**src/rtl/gpu_cmd_issuer.sv**
```systemverilog
// gpu_cmd_issuer: host-side initiator that sequences copy and kernel-launch commands
// onto the GPU controller's instruction/data/ack handshake.
module gpu_cmd_issuer #(
    parameter int data_width     = 32,
    parameter int addr_width     = 32,
    parameter int count_width    = 16,
    parameter int timeout_cycles = 1024
) (
    input  logic                   clk,
    input  logic                   rst,
    input  logic                   req_valid,
    input  logic [1:0]             req_op,
    input  logic [addr_width-1:0]  req_gpu_addr,
    input  logic [count_width-1:0] req_count,
    output logic                   busy,
    output logic                   done,
    output logic                   err,
    output logic [count_width-1:0] local_rd_addr,
    input  logic [data_width-1:0]  local_rd_data,
    output logic                   local_wr_en,
    output logic [count_width-1:0] local_wr_addr,
    output logic [data_width-1:0]  local_wr_data,
    output logic [31:0]            gpu_instr,
    output logic [data_width-1:0]  gpu_in_data,
    input  logic [data_width-1:0]  gpu_out_data,
    input  logic                   gpu_out_ack
);
    localparam int tw = $clog2(timeout_cycles + 1);
    localparam logic [1:0] op_to = 2'd1, op_from = 2'd2, op_launch = 2'd3;

    typedef enum logic [2:0] {IDLE, SEND_ADDR, SEND_COUNT, SEND_DATA, WAIT_ACK, RECV_DATA} state_t;

    state_t                 state_q, state_d;
    logic [1:0]             op_q, op_d;
    logic [addr_width-1:0]  addr_q, addr_d;
    logic [count_width-1:0] cnt_q, cnt_d;
    logic [count_width-1:0] idx_q, idx_d;
    logic [tw-1:0]          tmo_q, tmo_d;
    logic                   done_q, done_d;
    logic                   err_q, err_d;
    logic                   tmo_hit;

    assign busy    = state_q != IDLE;
    assign done    = done_q;
    assign err     = err_q;
    assign tmo_hit = tmo_q == tw'(timeout_cycles - 1);

    always_comb begin
        state_d       = state_q;
        op_d          = op_q;
        addr_d        = addr_q;
        cnt_d         = cnt_q;
        idx_d         = idx_q;
        tmo_d         = '0;
        done_d        = 1'b0;
        err_d         = 1'b0;
        gpu_instr     = '0;
        gpu_in_data   = '0;
        local_rd_addr = '0;
        local_wr_en   = 1'b0;
        local_wr_addr = '0;
        local_wr_data = '0;
        case (state_q)
            IDLE: begin
                if (req_valid) begin
                    op_d    = req_op;
                    addr_d  = req_gpu_addr;
                    cnt_d   = req_count;
                    idx_d   = '0;
                    err_d   = req_op == 2'd0;
                    state_d = req_op == 2'd0 ? IDLE : SEND_ADDR;
                end
            end
            SEND_ADDR: begin
                gpu_instr   = {30'b0, op_q};
                gpu_in_data = data_width'(addr_q);
                state_d     = op_q == op_launch ? WAIT_ACK : SEND_COUNT;
            end
            SEND_COUNT: begin
                // local_rd_addr stays 0 here so word 0 is ready on the first data cycle
                gpu_in_data = data_width'(cnt_q);
                done_d      = cnt_q == '0 && op_q == op_from;
                state_d     = cnt_q == '0 ? (op_q == op_from ? IDLE : WAIT_ACK)
                                          : (op_q == op_to ? SEND_DATA : RECV_DATA);
            end
            SEND_DATA: begin
                gpu_in_data   = local_rd_data;
                local_rd_addr = idx_q + 1'b1;
                idx_d         = idx_q + 1'b1;
                state_d       = idx_q == cnt_q - 1'b1 ? WAIT_ACK : SEND_DATA;
            end
            WAIT_ACK: begin
                done_d  = gpu_out_ack;
                err_d   = !gpu_out_ack && tmo_hit;
                tmo_d   = gpu_out_ack ? '0 : tmo_q + 1'b1;
                state_d = gpu_out_ack || tmo_hit ? IDLE : WAIT_ACK;
            end
            RECV_DATA: begin
                local_wr_addr = idx_q;
                local_wr_en   = gpu_out_ack;
                local_wr_data = gpu_out_ack ? gpu_out_data : '0;
                idx_d         = gpu_out_ack ? idx_q + 1'b1 : idx_q;
                done_d        = gpu_out_ack && idx_q == cnt_q - 1'b1;
                err_d         = !gpu_out_ack && tmo_hit;
                tmo_d         = gpu_out_ack ? '0 : tmo_q + 1'b1;
                state_d       = done_d || err_d ? IDLE : RECV_DATA;
            end
            default: state_d = IDLE;
        endcase
    end

    always_ff @(posedge clk) begin
        if (rst) begin
            state_q <= IDLE;
            op_q    <= '0;
            addr_q  <= '0;
            cnt_q   <= '0;
            idx_q   <= '0;
            tmo_q   <= '0;
            done_q  <= 1'b0;
            err_q   <= 1'b0;
        end else begin
            state_q <= state_d;
            op_q    <= op_d;
            addr_q  <= addr_d;
            cnt_q   <= cnt_d;
            idx_q   <= idx_d;
            tmo_q   <= tmo_d;
            done_q  <= done_d;
            err_q   <= err_d;
        end
    end
endmodule

```
**config.mk**
```make
export PLATFORM = sky130hd
export DESIGN_NAME = gpu_cmd_issuer
export DESIGN_NICKNAME = d
export VERILOG_FILES = /design/src/rtl/gpu_cmd_issuer.sv
export SDC_FILE = /design/constraint.sdc
export NUM_CORES = 1
export LEC_CHECK = 0
export BUFFER_PORTS_ARGS = -buffer_cell sky130_fd_sc_hd__buf_4
export CORE_MARGIN = 2
export CORE_UTILIZATION = 51
export DETAILED_ROUTE_END_ITERATION = 8
export GPL_ROUTABILITY_DRIVEN = 1
export PLACE_DENSITY = 0.83
export SYNTH_ARGS = -nofsm -noshare
export SYNTH_HDL_FRONTEND = slang
export SYNTH_SLANG_ARGS = --single-unit
```
**constraint.sdc**
```tcl
create_clock -name clk -period 4.89 [get_ports clk]
set_input_delay 0.7335 -clock clk [delete_from_list [all_inputs] [get_ports clk]]
set_output_delay 0.7335 -clock clk [all_outputs]
set_load 0.01 [all_outputs]
```
# ---- Word level (Yosys, flattened, before mapping)
# Index checks and enable logic that the tools add are counted.
# W data, S select, Z words.
dict set report totals {
  regBits 82
  latch_bits 0
  ram_bits 0
  rom_bits 0
  input_bits 118
  output_inout_bits 132
  elab_cells 62
  mem_count 0
}
dict set report op_classes {
  add_sub_neg 3
  multipliers 0
  div_mod_pow 0
  magnitude_cmp 0
  n_eq_ne 12
  n_shift 0
  mux 23
  bitwise 1
  reduce_logical 15
}
# op count
set op_table {}
lappend op_table {{$pmux W32 S3} 1}
lappend op_table {{$mux W16} 4}
lappend op_table {{$mux W32} 2}
lappend op_table {{$pmux W16 S3} 1}
lappend op_table {{$mux W3} 8}
lappend op_table {{$pmux W3 S6} 1}
lappend op_table {{$add A16 B1 Y16 const B} 1}
lappend op_table {{$eq A16 B16 Y1} 1}
lappend op_table {{$logic_not A16 Y1} 1}
lappend op_table {{$sub A16 B1 Y16 const B} 1}
lappend op_table {{$add A11 B1 Y11 const B} 1}
lappend op_table {{$eq A11 B10 Y1 const B} 1}
lappend op_table {{$eq A3 B2 Y1 const B} 2}
lappend op_table {{$eq A3 B3 Y1 const B} 2}
lappend op_table {{$reduce_bool A3 Y1} 2}
lappend op_table {{$eq A2 B2 Y1 const B} 2}
lappend op_table {{$ne A2 B2 Y1 const B} 2}
lappend op_table {{$eq A3 B1 Y1 const B} 1}
lappend op_table {{$logic_and A1 B1 Y1} 3}
lappend op_table {{$logic_not A3 Y1} 1}
lappend op_table {{$mux W1} 3}
lappend op_table {{$pmux W1 S3} 1}
lappend op_table {{$reduce_and A3 Y1} 1}
lappend op_table {{$reduce_or A3 Y1} 1}
lappend op_table {{9 further kinds} 10}

# ---- Logic depth before layout (Yosys ltp)
# Gate-level depths: netlist (run 1).
dict set report logic_depth {
  ltp_word 6
  depth_mapped 10
  ltp_nobuf 9
}

# ---- Worst setup path after synthesis (run 1)
# Ideal clock, no wire load.
dict set report synth_timing {
  path_kind {register to output}
  from {reg idx_q[0]}
  to {out local_rd_addr[12]}
  arrival_time_ns 1.785
  t_required_ns 4.157
  slack_ns 2.372
  stages_incl_launch_ff 9
  path_buffers 1
  path_cell_list {dfxtp_1 > ha_1 > and3_1 > clkbuf_1 > nand3_1 > nor2_1 > nand3_1 > xor2_1 > nor2_1}
}
dict set report synth_via {
  elab_chain_len 2
}
# item line_no
set synth_lines {}
lappend synth_lines {{from (decl)} 37} ;# logic [count_width-1:0] idx_q, idx_d;
lappend synth_lines {{from (signal assigned)} 127} ;# idx_q <= idx_d;
lappend synth_lines {{$add A16 B1 Y16} 88} ;# local_rd_addr = idx_q + 1'b1;
lappend synth_lines {{$mux W16} 63} ;# case (state_q)
lappend synth_lines {{to (decl)} 18} ;# output logic [count_width-1:0] local_rd_addr,
# No other way between the ends.

# ---- Worst setup path in the final report (run 1)
dict set report layout_timing {
  from {reg state_q[2]}
  to {out local_wr_data[6]}
}
dict set report layout_via {
  elab_chain_len 2
}
# item line_no
set layout_lines {}
lappend layout_lines {{from (decl)} 33} ;# state_t state_q, state_d;
lappend layout_lines {{from (signal assigned)} 123} ;# state_q <= state_d;
lappend layout_lines {{$eq A3 B3 Y1} 63}
lappend layout_lines {{$mux W32} 63}
lappend layout_lines {{to (decl)} 22} ;# output logic [data_width-1:0] local_wr_data,
# No other way between the ends.

==> results of run 1 <==
-- registers in the layout (all words and copies together), names as in the netlist --
| name | count |
|---|---|
| addr_q | 32 |
| tmo_q | 11 |
| err | 1 |
| state_q | 3 |
| done | 1 |
| cnt_q | 16 |
| op_q | 2 |
| idx_q | 16 |
-- critical path, delay by kind of cell (launching register included) --
kind | cells | cell delay [ns]
buffers and inverters | 1 | 0.12
flip-flops | 1 | 0.89
AND/OR/NAND/NOR | 3 | 1.89
-- worst paths after layout --
check | start | endpoint | slack (ns) | cells after the start
worst min-delay path | tmo_q[0]$_SDFF_PP0_ | tmo_q[0]$_SDFF_PP0_ | 0.46 | 1
worst min register to register | tmo_q[0]$_SDFF_PP0_ | tmo_q[0]$_SDFF_PP0_ | 0.46 | 1
worst max-delay path | state_q[2]$_SDFFE_PP0P_ | local_wr_data[6] | 0.88 | 4
worst max register to register | state_q[2]$_SDFFE_PP0P_ | idx_q[13]$_SDFFE_PP0P_ | 1.60 | 7
-- area by class of cell --
| cell class | count | area [µm²] | area share, % |
|---|---|---|---|
| Tap cell | 136 | 170.2 | 2.443 |
| Clock buffer | 9 | 123.9 | 1.779 |
| Inverter | 7 | 26.28 | 0.3773 |
| Sequential cell | 82 | 1642 | 23.57 |
| Multi-Input combinational cell | 570 | 3236 | 46.46 |
| Clock inverter | 7 | 107.6 | 1.545 |
| Timing Repair Buffer | 221 | 1659 | 23.82 |
-- layer usage --
layer  track usage, %  part of all wire (%)
met3            4.947                   8.6
met5                0                     0
met2            45.25                    48
met4            7.143                   1.5
met1            38.40                    42
-- cells by family (layout without fill, tap and decap cells) --
logic type / Yosys count / in the layout / synth area share (%)
mux: 17 / 17 / 3.604
buf+inv: 101 / 244 / 9.699
compound gates: 148 / 148 / 18.09
simple gates: 333 / 333 / 30.23
fa+ha+maj: 3 / 3 / 0.7115
xor+xnor: 39 / 39 / 6.474
other cells: 1 / 30 / 0.07107
flops: 82 / 82 / 31.11
-- cell usage in the layout (no fill, tap or decap), types with 9 or more instances in the layout --
master,count
clkbuf_8,9
nor3_1,14
buf_4,221
conb_1,30
a21oi_1,73
xor2_1,13
nand2_1,119
dfxtp_1,82
a22o_1,16
a22oi_1,19
and2_1,38
o21ai_0,16
and3_1,32
xnor2_1,26
mux2_2,16
nand3_1,14
nor2_1,78
-- report_power, final --
| part | switching [mW] | internal (mW) | leakage [nW] |
|---|---|---|---|
| clock | 0.283 | 0.298 | 0.114 |
| combinational | 0.192 | 0.164 | 2.41 |
| sequential | 0.0438 | 0.699 | 0.669 |
| total | 0.519 | 1.16 | 3.19 |
==> impl_results.md, run 1 <==
- Outcome: finished clean
- Fin cells: 1032
- Slowest cell on crit path: dfxtp_1
- CTS root buffer: clkbuf_8
- Number of max-cap violations: 0
- Clock transition at path regs: 0.09 ns
- Setup TNS: 0 ns
- Total global routing overflow: 0
- Post-CTS setup buffer count: 0
- Residual DRC count: 0
- Via count: 5610
- I/O Buffers: 219
- Largest net degree at the start of global routing: 71
- Post_cts resized: 0
- Fin crit period: 4.009 ns
- Synth top area cells: dfxtp_1 (31%), nand2_1 (8.5%), a21oi_1 (6.9%)
- FFs w/ async S/R, synth: 0%
- DR WL/cell: 15.70 µm
- Top cells by count, synth: nand2_1 (120), dfxtp_1 (82), nor2_1 (78)
- Die Span Y: 105.7 µm
- Netlist cell types: 54
- Cell breakdown of the critical path: nor2b_1 -> and3_1 -> and2_1 -> buf_4
- Setup WS post-layout: 0.8808 ns
- Later-pin clock latency in the skew report: 0.36 ns
- EDFF count, synth: 0
- Mapped Area: 0.005276 mm²
- Count leader, synth: nand2_1
- Hold_ws: 0.4573 ns
- Antenna diodes: 0
- Antenna-violating nets left: 0
- CP Data Arrival Time: 3.28 ns
- Area grow syn2layout: 31.99%
- Final Util: 68.38%
- Yosys warning total: 0
- Top FF cell, synth: dfxtp_1
- DP HPWL: 11.71 mm
- DR iter-0 viols: 400
- Clock skew: 0.007520 ns
- Number of global-route vias before repair: 5188
- Slowest stage delay, CP: 0.89 ns
- Initial Utilization: 51.81%
- Post-Syn Instances: 724
- Fill count: 875
- DRT Wirelength: 16.20 mm
- Initial antenna violation count: 0
- CTS tree: yes
- Gpl congestion: 0.8632
- Critical Path Source Type: flop
- Count of pins over their slew limit: 0
- Final hold violation count: 0
- Relative slew margins: 20.11%
- Max IR drop VDD: 157.0 µV
- Final setup vio count: 0
- Post-synth top area share: 31.11%
- Row Count: 37
- Die Wd: 105.7 µm
- Layout Nets: 1012
- Top Ports: 250
- RSZ-0062 raised after global routing: false
- # hold bufs at CTS: 0
- Crit end category: output pin
- Share of layout cells above drive strength 1: 29.46%
- Worst slew pin tran: 1.196 ns
- Critical path type: reg -> out
- Dpl ws: 1.367 ns
- Register area share after synthesis: 31.11%
- CORE AREA: 0.01018 mm²
- DIE AREA: 0.01118 mm²
- Finished Cell Area: 0.006964 mm²
- Clk buf depth: 2
- Htree depth: 3
- Worst path required time: 4.16 ns
- Via-per-instance ratio: 5.436
- Crit path max fanout: 34
- Placed cell count: 1016
- F_max: 249.4 MHz
- First-pass GRT wire length: 25.54 mm
- Total power: 1.680 mW
- Placed instance area: 0.006733 mm²
- Clk sink count: 82
- Total track usage: 27.90%
- P_leak: 3.189 nW
- Num CTS Buffers: 9
- Mean Syn Cell Area: 7.288 µm²
- Tcrit/Tclk final: 81.99%
- Flops & latches, synth: 82
- Hold/Removal Path Class: reg -> reg
- First drt pass iteration count: 5
- Leading area contributor after synthesis: dfxtp_1
- PD cells: 241.2 mW/mm²
Note: power is estimated with default switching activity, not from simulation.
==> run 2, diff against run 1 <==
CORE_UTILIZATION = 47   (was 51)
PLACE_DENSITY = 0.77   (was 0.83)
clock period = 3.9 ns   (was 4.89 ns; I/O delays follow)
==> impl_results.md, run 2 (same netlist as run 1, synthesis figures left out) <==
- P_leak: 3.191 nW (was 3.189 nW)
- Internal: 1.346 mW (was 1.161 mW)
- Worst path required time: 3.31 ns (was 4.16 ns)
- Post-CTS setup buffer count: 0 (unchanged)
- Top Ports: 250 (unchanged)
- First drt pass iteration count: 5 (unchanged)
- Count of pins over their slew limit: 0 (unchanged)
- Clk sink count: 82 (unchanged)
- Final setup vio count: 0 (unchanged)
- CP Data Arrival Time: 2.78 ns (was 3.28 ns)
- Slowest stage delay, CP: 0.87 ns (was 0.89 ns)
- DRT Wirelength: 16.31 mm (was 16.20 mm)
- Clock transition at path regs: 0.10 ns (was 0.09 ns)
- Number of global-route vias before repair: 5160 (was 5188)
- Critical Path Source Type: flop (unchanged)
- Initial antenna violation count: 0 (unchanged)
- Seq pwr share: 46.8% (was 44.2%)
- Antenna diodes: 0 (unchanged)
- Via-per-instance ratio: 5.384 (was 5.436)
- Total track usage: 26.79% (was 27.90%)
- Post_cts resized: 0 (unchanged)
- Area grow syn2layout: 31.89% (was 31.99%)
- Clock skew: 0.01301 ns (was 0.007520 ns)
- # hold bufs at CTS: 0 (unchanged)
- Commonest non-fill, non-tap cell in the layout: buf_4 (unchanged)
- Largest net degree at the start of global routing: 71 (unchanged)
- Setup WS post-layout: 0.5376 ns (was 0.8808 ns)
- Relative slew margins: 17.93% (was 20.11%)
- Tcrit/Tclk final: 86.21%
- CORE AREA: 0.01089 mm² (was 0.01018 mm²)
- Hold_ws: 0.4567 ns (was 0.4573 ns)
- Cell breakdown of the critical path: nor2b_1 -> buf_4 -> and3_1 -> and2_1 -> buf_4 (was nor2b_1 -> and3_1 -> and2_1 -> buf_4)
- Initial Utilization: 48.46% (was 51.81%)
- Max FFs per register: 32 (unchanged)
- Number of max-cap violations: 0 (unchanged)
- Biggest register: addr_q (unchanged)
- PD cells: 285.1 mW/mm² (was 241.2 mW/mm²)
- Clk buf depth: 2 (unchanged)
- Htree depth: 3 (unchanged)
- Die Wd: 110.0 µm (was 105.7 µm)
- Row Count: 38 (was 37)
- Antenna-violating nets left: 0 (unchanged)
- Final Util: 63.92% (was 68.38%)
- Final hold violation count: 0 (unchanged)
- Layout Nets: 1016 (was 1012)
- Later-pin clock latency in the skew report: 0.37 ns (was 0.36 ns)
- Net Sw Frac: 32.15% (was 30.87%)
- Die Span Y: 110.0 µm (was 105.7 µm)
- DP HPWL: 12.24 mm (was 11.71 mm)
- Share of layout cells above drive strength 1: 29.78% (was 29.46%)
- Combinational share of power: 22.8% (was 21.2%)
- CTS tree: yes (unchanged)
- Crit end category: output pin (unchanged)
- Setup TNS: 0 ns (unchanged)
- Fin crit period: 3.362 ns
- I/O Buffers: 219 (unchanged)
- Crit path top cell by count: buf_4
- Outcome: finished clean (unchanged)
- Residual DRC count: 0 (unchanged)
- Hold/Removal Path Class: in -> reg (was reg -> reg)
- Critical path type: reg -> out (unchanged)
- Slowest cell on crit path: dfxtp_1 (unchanged)
- Switching power: 0.6379 mW (was 0.5186 mW)
- RSZ-0062 raised after global routing: false (unchanged)
- Fill count: 1016 (was 875)
- First-pass GRT wire length: 25.60 mm (was 25.54 mm)
- Num CTS Buffers: 9 (unchanged)
- CTS root buffer: clkbuf_8 (unchanged)
- Total global routing overflow: 0 (unchanged)
- Crit path max fanout: 34 (unchanged)
- Most frequent cells in the layout: buf_4 (225), nand2_1 (119), dfxtp_1 (82) (was buf_4 (221), nand2_1 (119), dfxtp_1 (82))
- Biggest registers after layout: addr_q: 32 flops, cnt_q: 16 flops, idx_q: 16 flops (unchanged)
- Worst slew pin tran: 1.229 ns (was 1.196 ns)
- Gpl congestion: 0.9227 (was 0.8632)
- Clock power frac: 30.4% (was 34.6%)
- F_max: 297.4 MHz
- DIE AREA: 0.01209 mm² (was 0.01118 mm²)
- Max IR drop VDD: 211.9 µV (was 157.0 µV)
- Via count: 5599 (was 5610)
- DR iter-0 viols: 386 (was 400)
- DR WL/cell: 15.68 µm (was 15.70 µm)
- Dpl ws: 0.9657 ns (was 1.367 ns)
==> run 2: changes by cell type in the layout (fill, tap and decap cells not counted), sizes merged <==
| cell | before | now |
|---|---|---|
| buf | 221 | 225 |
| bufinv | 2 | 0 |
| clkbuf | 9 | 10 |
| clkinv | 0 | 1 |
==> run 2: final timing paths <==
check / end / cells past startpoint / from / slack, ns
min: addr_q[29]$_SDFFE_PP0P_ / 3 / req_gpu_addr[29] / 0.46
max: local_wr_data[12] / 5 / state_q[2]$_SDFFE_PP0P_ / 0.54
max reg2reg: idx_q[12]$_SDFFE_PP0P_ / 7 / state_q[2]$_SDFFE_PP0P_ / 1.14
min reg2reg: addr_q[7]$_SDFFE_PP0P_ / 2 / addr_q[7]$_SDFFE_PP0P_ / 0.46
==> run 2: area by class of cell <==
type	count	area [µm²]	area share (%)
Clock buffer	10	137.6	1.978
Inverter	7	26.28	0.3776
Clock inverter	6	53.80	0.7731
Tap cell	140	175.2	2.517
Timing Repair Buffer	225	1689	24.27
Multi-Input combinational cell	570	3236	46.49
Sequential cell	82	1642	23.59
==> run 2: critical path: cells and delay by family, from the launching register on <==
kind	cells	cell delay (ns)
buf+inv	2	0.32
flops	1	0.87
simple gates	3	1.21
==> run 2: metal layers <==
| layer | part of all wire [%] | routed length, µm | global-route usage (%) |
|---|---|---|---|
| met1 | 43 | 6985 | 36.33 |
| met2 | 49 | 8018 | 44.00 |
| met3 | 6.8 | 1102 | 4.564 |
| met4 | 1.2 | 201 | 6.872 |
| met5 | 0 | 0 | 0 |
==> run 2: power by group through the flow <==
stage	registers [mW]	logic, mW	clock network, mW
5_1_grt	0.934	0.501	0.655
3_5_place_dp	0.945	0.449	0
4_1_cts	0.926	0.451	0.614
6_report	0.928	0.453	0.603
2_1_floorplan	0.916	0.318	0
3_3_place_gp	0.944	0.440	0
==> run 2: per-stage QoR <==
| stage | power, mW | cells | cell area (µm²) |
|---|---|---|---|
| floorplan | 1.234 | 753 | 5385 |
| global placement | 1.383 | 1024 | 6768 |
| detailed placement | 1.394 | 1024 | 6768 |
| CTS | 1.991 | 1040 | 6959 |
| global route | 2.090 | 1040 | 6959 |
| finish | 1.984 | 1040 | 6959 |
==> run 3, diff against run 2 <==
BUFFER_PORTS_ARGS = -buffer_cell sky130_fd_sc_hd__buf_2   (was -buffer_cell sky130_fd_sc_hd__buf_4)
CORE_UTILIZATION = 51   (was 47)
PLACE_DENSITY = 0.83   (was 0.77)
TNS_END_PERCENT = 1   (was default)
clock period = 4.3 ns   (was 3.9 ns; I/O delays follow)
==> impl_results.md, run 3 (same netlist as run 1, synthesis figures left out) <==
- Outcome: finished clean (unchanged)
- Slowest cell on crit path: dfxtp_1 (unchanged)
- DP HPWL: 11.08 mm (was 12.24 mm)
- Htree depth: 3 (unchanged)
- Top Family by Delay on Critical Path: simple AND/OR/NAND/NOR gates (unchanged)
- Later-pin clock latency in the skew report: 0.36 ns (was 0.37 ns)
- Critical path type: reg -> out (unchanged)
- CTS tree: yes (unchanged)
- Final hold violation count: 0 (unchanged)
- Die Wd: 105.7 µm (was 110.0 µm)
- Number of max-cap violations: 0 (unchanged)
- Post-CTS setup buffer count: 0 (unchanged)
- Largest net degree at the start of global routing: 51 (was 71)
- F_max: 330.1 MHz
- # hold bufs at CTS: 0 (unchanged)
- Layout Nets: 1020 (was 1016)
- Clock skew: 0.01054 ns (was 0.01301 ns)
- Count of pins over their slew limit: 0 (unchanged)
- DRT Wirelength: 15.14 mm (was 16.31 mm)
- RR Startpoint: state_q[0]$_SDFFE_PP0P_ (was state_q[2]$_SDFFE_PP0P_)
- Fin crit period: 3.029 ns
- CTS root buffer: clkbuf_8 (unchanged)
- Antenna-violating nets left: 0 (unchanged)
- Residual DRC count: 0 (unchanged)
- DIE AREA: 0.01118 mm² (was 0.01209 mm²)
- Crit path max fanout: 7 (was 34)
- RSZ-0062 raised after global routing: false (unchanged)
- Top Ports: 250 (unchanged)
- Die Span Y: 105.7 µm (was 110.0 µm)
- Via count: 5539 (was 5599)
- DR iter-0 viols: 329 (was 386)
- Share of layout cells above drive strength 1: 30.09% (was 29.78%)
- Setup WS post-layout: 1.271 ns (was 0.5376 ns)
- Setup TNS: 0 ns (unchanged)
- Commonest non-fill, non-tap cell in the layout: buf_2 (was buf_4)
- Finished Cell Area: 0.006444 mm² (was 0.006959 mm²)
- Clk sink count: 82 (unchanged)
- Initial antenna violation count: 0 (unchanged)
- DR WL/cell: 14.56 µm (was 15.68 µm)
- Worst slew pin tran: 0.9005 ns (was 1.229 ns)
- Reg2Reg Setup Slack: 1.79 ns (was 1.14 ns)
- Antenna diodes: 0 (unchanged)
- First drt pass iteration count: 5 (unchanged)
- HP Start: addr_q[0]$_SDFFE_PP0P_ (was req_gpu_addr[29])
- Relative slew margins: 39.96% (was 17.93%)
- Num CTS Buffers: 9 (unchanged)
- Critical path origin: idx_q[0]$_SDFFE_PP0P_ (was state_q[2]$_SDFFE_PP0P_)
- Row Count: 37 (was 38)
- Final setup vio count: 0 (unchanged)
- Total track usage: 26.85% (was 26.79%)
- Gpl congestion: 0.9100 (was 0.9227)
- P_leak: 3.131 nW (was 3.191 nW)
- Via-per-instance ratio: 5.326 (was 5.384)
- I/O Buffers: 219 (unchanged)
- First-pass GRT wire length: 24.65 mm (was 25.60 mm)
- Total global routing overflow: 0 (unchanged)
- Most frequent cells in the layout: buf_2 (219), nand2_1 (119), dfxtp_1 (82) (was buf_4 (225), nand2_1 (119), dfxtp_1 (82))
- Max IR drop VDD: 168.5 µV (was 211.9 µV)
- Slowest stage delay, CP: 0.47 ns (was 0.87 ns)
- CORE AREA: 0.01018 mm² (was 0.01089 mm²)
- Critical Path Source Type: flop (unchanged)
- Biggest register: addr_q (unchanged)
- Area grow syn2layout: 22.12% (was 31.89%)
- Hold/Removal Path Class: reg -> reg (was in -> reg)
- Dpl ws: 1.677 ns (was 0.9657 ns)
- Crit end category: output pin (unchanged)
- Placed instance area: 0.006245 mm² (was 0.006768 mm²)
- Fin cells: 1040 (unchanged)
- Worst path required time: 3.65 ns (was 3.31 ns)
- Placed cell count: 1024 (unchanged)
- Biggest registers after layout: addr_q: 32 flops, cnt_q: 16 flops, idx_q: 16 flops (unchanged)
- Post_cts resized: 0 (unchanged)
- Max FFs per register: 32 (unchanged)
- Clk buf depth: 2 (unchanged)
- Tcrit/Tclk final: 70.45%
- Clock transition at path regs: 0.09 ns (was 0.10 ns)
- Cell breakdown of the critical path: ha_1 -> and3_1 -> nand3_1 -> nor2_1 -> nand3_1 -> xor2_1 -> nor2_1 -> buf_2 (was nor2b_1 -> buf_4 -> and3_1 -> and2_1 -> buf_4)
- Initial Utilization: 51.81% (was 48.46%)
- CP Data Arrival Time: 2.38 ns (was 2.78 ns)
- Final Util: 63.27% (was 63.92%)
- Worst path bufs/invs: 1 (was 2)
- PD cells: 277.4 mW/mm² (was 285.1 mW/mm²)
- Number of global-route vias before repair: 5036 (was 5160)
run 3: metal layers:
metal	wire [µm]	track usage, %
met5	0	0
met4	272	8.459
met3	1206	5.318
met2	7204	43.00
met1	6455	36.37
run 3: final cells by class:
cell class                 instances  area (µm²)
clock inverter                     7       75.07
timing repair buffer             229        1171
sequential                        82        1642
clock buffer                       9       123.9
multi-input combinational        570        3236
inverter                           7       26.28
fill                             976        3741
tap                              136       170.2
run 3: metrics by stage:
step	total power [mW]	hold slack, ns
6_report	1.787	0.4574
5_1_grt	1.882	0.4749
4_1_cts	1.790	0.4577
3_5_place_dp	1.221	0.4435
3_3_place_gp	1.216	0.4335
2_1_floorplan	1.119	0.4175
run 3: power by group:
part           leakage [nW]  switching (mW)  internal [mW]
Combinational          2.36           0.215          0.154
Sequential            0.669          0.0448          0.795
Clock                 0.104           0.305          0.274
run 3: path summary, 6_finish.rpt:
path / endpoint / cells past startpoint
max reg2reg: err$_SDFF_PP0_ / 7
max: local_rd_addr[12] / 8
min: addr_q[0]$_SDFFE_PP0P_ / 2
min reg2reg: addr_q[0]$_SDFFE_PP0P_ / 2
run 3: worst min-delay path, cell delays in order (launching register included):
cell and delay, ns:
dfxtp_1 0.32, nand2_1 0.05, a21oi_1 0.05
